==> config.mk <==
export PLATFORM = sky130hd
export DESIGN_NAME = fetch_stage
export DESIGN_NICKNAME = d
export VERILOG_FILES = /design/src/rtl/fetch_stage.sv
export SDC_FILE = /design/constraint.sdc
export NUM_CORES = 1
export LEC_CHECK = 0
export BUFFER_PORTS_ARGS = -buffer_cell sky130_fd_sc_hd__buf_2
export CORE_ASPECT_RATIO = 1.75
export CORE_UTILIZATION = 47
export CTS_CLUSTER_SIZE = 10
export DETAILED_ROUTE_END_ITERATION = 7
export GPL_TIMING_DRIVEN = 0
export PLACE_DENSITY = 0.85
export SLEW_MARGIN = 20
export SYNTH_ARGS = -nofsm -noshare
export SYNTH_HDL_FRONTEND = slang
export SYNTH_SLANG_ARGS = --single-unit
==> constraint.sdc <==
create_clock -name CLK -period 2.3 [get_ports CLK]
set_input_delay 0.23 -clock CLK [delete_from_list [all_inputs] [get_ports CLK]]
set_output_delay 0.23 -clock CLK [all_outputs]
set_load 0.005 [all_outputs]
==> src/rtl/fetch_stage.sv <==
// Purpose: instruction-fetch stage; one imem request outstanding, {pc, instr} delivered to decode.
// Latency: IDLE->REQ 1 cycle, gnt->id_valid = rvalid latency + 1; best case 3 cycles/instruction.
// Backpressure: a new fetch starts only when the output register is empty or draining; id_ready low holds the payload.
//
// Ports:
//   CLK, reset_n                   clock (rising edge), asynchronous active-low reset
//   pc_in / pc_next                current PC in; next PC out (redirect > pc+4 on grant > hold)
//   redirect_valid/_target         taken branch/jump; flushes in-flight and buffered fetches
//   imem_req/addr/gnt/rvalid/rdata instruction-memory req/gnt + rvalid handshake
//   id_valid/ready/pc/instr        one-entry valid/ready payload register towards decode

`ifndef WORDSIZE
`define WORDSIZE 32
`endif

module fetch_stage #(
    parameter int              XLEN      = `WORDSIZE,
    parameter logic [XLEN-1:0] NOP_INSTR = XLEN'(32'h00000013)
) (
    input  logic            CLK,
    input  logic            reset_n,

    // PC register interface
    input  logic [XLEN-1:0] pc_in,
    output logic [XLEN-1:0] pc_next,

    // branch/jump redirect
    input  logic            redirect_valid,
    input  logic [XLEN-1:0] redirect_target,

    // instruction memory
    output logic            imem_req,
    output logic [XLEN-1:0] imem_addr,
    input  logic            imem_gnt,
    input  logic            imem_rvalid,
    input  logic [XLEN-1:0] imem_rdata,

    // decode interface
    output logic            id_valid,
    input  logic            id_ready,
    output logic [XLEN-1:0] id_pc,
    output logic [XLEN-1:0] id_instr
);

    // IDLE : no request outstanding, waiting for room in the output register
    // REQ  : request presented, waiting for grant
    // WAIT : granted, waiting for the response that will fill the output register
    // DROP : granted but flushed by a redirect; the response must still be absorbed
    typedef enum logic [1:0] {
        IDLE = 2'd0,
        REQ  = 2'd1,
        WAIT = 2'd2,
        DROP = 2'd3
    } state_t;

    state_t          state;
    logic [XLEN-1:0] fetch_pc;     // PC of the request currently in WAIT
    logic            out_free;     // output register empty or being accepted this cycle
    logic            req_granted;  // handshake completes this cycle
    logic            fill;         // response is written into the output register

    assign out_free    = !id_valid || id_ready;
    assign req_granted = imem_req && imem_gnt;
    // A redirect in the same cycle as the response kills it.
    assign fill        = (state == WAIT) && imem_rvalid && !redirect_valid;

    // The PC register holds the address of the request while it waits for a
    // grant, so the address bus is simply the PC register output.
    assign imem_addr = pc_in;

    // Next PC: the PC register only advances once the memory has accepted the
    // address it currently holds; a redirect always wins.
    always_comb begin
        pc_next = pc_in;
        if (redirect_valid) begin
            pc_next = redirect_target;
        end else if (req_granted) begin
            pc_next = pc_in + XLEN'(4);
        end
    end

    always_ff @(posedge CLK or negedge reset_n) begin
        if (!reset_n) begin
            state    <= IDLE;
            imem_req <= 1'b0;
            fetch_pc <= '0;
            id_valid <= 1'b0;
            id_pc    <= '0;
            id_instr <= NOP_INSTR;
        end else begin
            // ---------------- request sequencing ----------------
            case (state)
                IDLE: begin
                    // Only start when the response is guaranteed a free slot:
                    // nothing can fill the output register between now and
                    // the response except this very fetch.
                    if (out_free && !redirect_valid) begin
                        state    <= REQ;
                        imem_req <= 1'b1;
                    end
                end

                REQ: begin
                    if (imem_gnt) begin
                        imem_req <= 1'b0;
                        if (redirect_valid) begin
                            // Memory took the request; its response is stale.
                            state <= DROP;
                        end else begin
                            state    <= WAIT;
                            fetch_pc <= pc_in;
                        end
                    end else if (redirect_valid) begin
                        // Not yet accepted, so it can simply be withdrawn.
                        state    <= IDLE;
                        imem_req <= 1'b0;
                    end
                end

                WAIT: begin
                    // A response always ends the wait (filled or discarded via
                    // 'fill'); a redirect without one leaves a response to absorb.
                    if (imem_rvalid) begin
                        state <= IDLE;
                    end else if (redirect_valid) begin
                        state <= DROP;
                    end
                end

                DROP: begin
                    // Further redirects change nothing: the discarded response
                    // is still the only thing outstanding.
                    if (imem_rvalid) begin
                        state <= IDLE;
                    end
                end

                default: begin
                    state    <= IDLE;
                    imem_req <= 1'b0;
                end
            endcase

            // ---------------- output register ----------------
            // Priority: flush, then fill, then drain. A fill on the same cycle
            // as a drain replaces the accepted payload without a bubble.
            if (redirect_valid) begin
                id_valid <= 1'b0;
                id_instr <= NOP_INSTR;
            end else if (fill) begin
                id_valid <= 1'b1;
                id_pc    <= fetch_pc;
                id_instr <= imem_rdata;
            end else if (id_valid && id_ready) begin
                id_valid <= 1'b0;
                id_instr <= NOP_INSTR;
            end
        end
    end

endmodule

==> impl_metrics.json <==
{
  "syn_nets": 614,
  "reg2reg_from": "state[1]",
  "r2r-end": "id_pc[18]",
  "internal_power_mw": 4.08,
  "worstSetupStartpointType": "register",
  "grt_setup_unrepaired": "yes",
  "clock_latency_ns": 0.35,
  "worst_slack_ns": -0.0742,
  "ioPinCount": 232,
  "crit_arrival_ns": 2.14,
  "drive_gt1_frac": 0.448,
  "wire_per_inst_um": 16.4,
  "tightest_slew_ns": 0.601,
  "coreArea_sq_um": 10300,
  "cp-end-kind": "output port",
  "start_util": 0.485,
  "rows": 49,
  "synth_edf_count": 0,
  "cp.required_ns": 2.07,
  "place.gp.congestion": 0.857,
  "ys_ff_latch": 100,
  "clockRootBuffer": "clkbuf_16",
  "postSynthCellCount": 511,
  "asyncSetResetFlopFracSynth": 1.00,
  "n_antenna_cell": 0,
  "pwr-share-seq": 0.459,
  "synthTopCellsByArea": "dfrtp_1, nand2_1, mux2_2, a22o_1, buf_4",
  "h-tree-depth": 3,
  "vias": 4926,
  "die_h_um": 138,
  "slew_headroom": 0.599,
  "fin_crit_ns": 2.37,
  "critPathKind": "reg2out",
  "r2r_slack_ns": 0.27,
  "whs_path_depth": 2,
  "yosys-top-cells-count": "nand2_1, dfrtp_1, mux2_2",
  "clockBufferDepth": 2,
  "switchingPower_mw": 1.94,
  "fin_util": 0.662,
  "drtIter0Drc": 296,
  "grt_pass1_vias": 4663,
  "die_area_sq_um": 11100,
  "synth_cell_types": 41,
  "areaGrowthSynthToFinish_pct": 36.6,
  "clock-sinks": 100,
  "power_frac_comb": 0.296,
  "grt_max_degree": 65,
  "port_buffers": 231,
  "power_density_nw_per_um2": 883,
  "synth-warning-count": 0,
  "cp_max_fo": 5,
  "status": "finished, violations left",
  "antenna_found_initial": 0,
  "hp-start": "imem_rdata[4]",
  "place_hpwl_mm": 11.2,
  "max_cap_viol_count": 0,
  "netSwitchingFraction": 0.322,
  "setup_viol": 13,
  "post-route-period-util": 1.03,
  "clock.fmax_mhz": 421,
  "syn_area_per_cell_sq_um": 9.77,
  "cts_inserted_buffers": 9,
  "violations": "setup timing",
  "ys_seq_area_frac": 0.502,
  "syn_area_sq_um": 4990,
  "min_path_type": "in2reg",
  "via_per_inst": 5.47,
  "synth_top_area_cell": "dfrtp_1",
  "power_leakage_nw": 3.50,
  "cts_tree": "built",
  "wl_mm": 14.8,
  "max-vdd-ir-drop_uv": 567,
  "fin_worst_skew_ns": 0.00893,
  "overflow": 0,
  "fp.dieW_um": 79.9,
  "pwr-share-clk": 0.245,
  "holdWs_ns": 0.0956,
  "ys.flop_type": "dfrtp_1",
  "grt_pass1_wl_mm": 23.3,
  "reg2reg_depth": 6,
  "whs_endpoint": "id_instr[4]",
  "drc": 0,
  "final_nets": 872,
  "synth_top_area_share": 0.486,
  "cts.clk_slew.worst_paths_ns": 0.07,
  "drv_slew": 0,
  "hold_viol": 0,
  "grt_usage": 0.273,
  "yosysMostFrequentCell": "nand2_1",
  "dr.pass1.iters": 5,
  "antenna_left": 0
}
power groups by stage:
stage                     sequential [mW]  clock (mW)  combinational [mW]
after floorplan                      2.74           0               0.883
after global placement               2.76           0                1.62
after detailed placement             2.79           0                1.69
after CTS                            2.76        1.50                1.78
after global routing                 2.84        1.58                1.98
final                                2.76        1.48                1.78
logic make-up after synthesis:
family | Yosys count | synth area share
adders and majority gates | 1 | 0.00251
xor gates and xnor gates | 10 | 0.0175
buffers and inverters | 65 | 0.0737
DFF | 100 | 0.502
AOI/OAI and AO/OA | 90 | 0.130
and+or+nand+nor | 209 | 0.194
muxes | 36 | 0.0807
worst max path at each step:
stage / start / cells after the start / end
6_report: imem_req / 8 / pc_next[27]
3_5_place_dp: pc_in[6] / 8 / pc_next[28]
5_1_grt: imem_req / 8 / pc_next[18]
4_1_cts: imem_req / 6 / pc_next[28]
3_3_place_gp: pc_in[6] / 8 / pc_next[27]
2_1_floorplan: imem_req / 5 / pc_next[24]
state kept, by name, summed over array words and instances (netlist names):
register	flops
fetch_pc	32
state	2
id_instr	32
imem_req	1
id_valid	1
id_pc	32
stage by stage:
step	instance area [sq um]	TNS [ns]	setup WS, ns	power [mW]	std cells
floorplan	4990	0	0.245	3.62	511
global placement	6310	-0.656	-0.0829	4.38	869
detailed placement	6340	-1.30	-0.116	4.49	870
CTS	6770	-0.892	-0.155	6.03	898
global route	6820	-2.32	-0.180	6.39	901
finish	6820	-0.639	-0.0742	6.02	901
metal layers:
layer	part of all wire	global-route usage	vias to the layer above
met2	0.54	0.480	206
met3	0.049	0.0442	28
met1	0.39	0.328	2396
li1	-	-	2296
met5	0	0	-
met4	0.026	0.104	0
final cells by class:
class	instances	area, sq um
repair buffers	248	1330
well taps	127	159
flip-flops and latches	100	2510
clock inverters	7	68.8
multi-input cells	346	2160
inverters	2	7.51
plain buffers	62	365
clock buffers	9	225
fillers	870	3480
worst max-delay path, stage by stage, from the launching register on:
cell and delay [ns]:
dfrtp_2 0.40, buf_6 0.11, and3_4 0.19, buf_6 0.10
nand4_1 0.11, buf_4 0.19, or4_1 0.39, a31oi_1 0.19
buf_2 0.14
layout by cell type, fill, tap and decap left out, drive strengths merged, types with 2 or more instances in the layout:
cell,netlist,routed
nor2b,2,2
clkinv,1,3
and4,3,3
dfstp,3,3
dfrtp,97,97
and3,6,6
a31oi,17,17
or4,18,18
nor2,24,24
or3,4,4
mux2i,2,2
nand2,120,120
xnor2,2,2
nand2b,2,2
buf,37,282
nand3,15,15
a22o,30,30
o21ai,16,16
mux2,34,34
a21oi,5,5
clkbuf,26,36
o22a,3,3
nand4,8,8
xor2,8,8
and2,3,3
inv,1,5
o31ai,14,14
what timing repair did:
item                       4_1_cts  5_1_grt
resized for setup               13        8
cloned                           0        1
hold endpoints to repair        36        0
setup buffers                   11        3
hold buffers                     1        0
setup endpoints to repair       28       43
pin swaps                       16       11
Power figures use the tool's default switching activity.
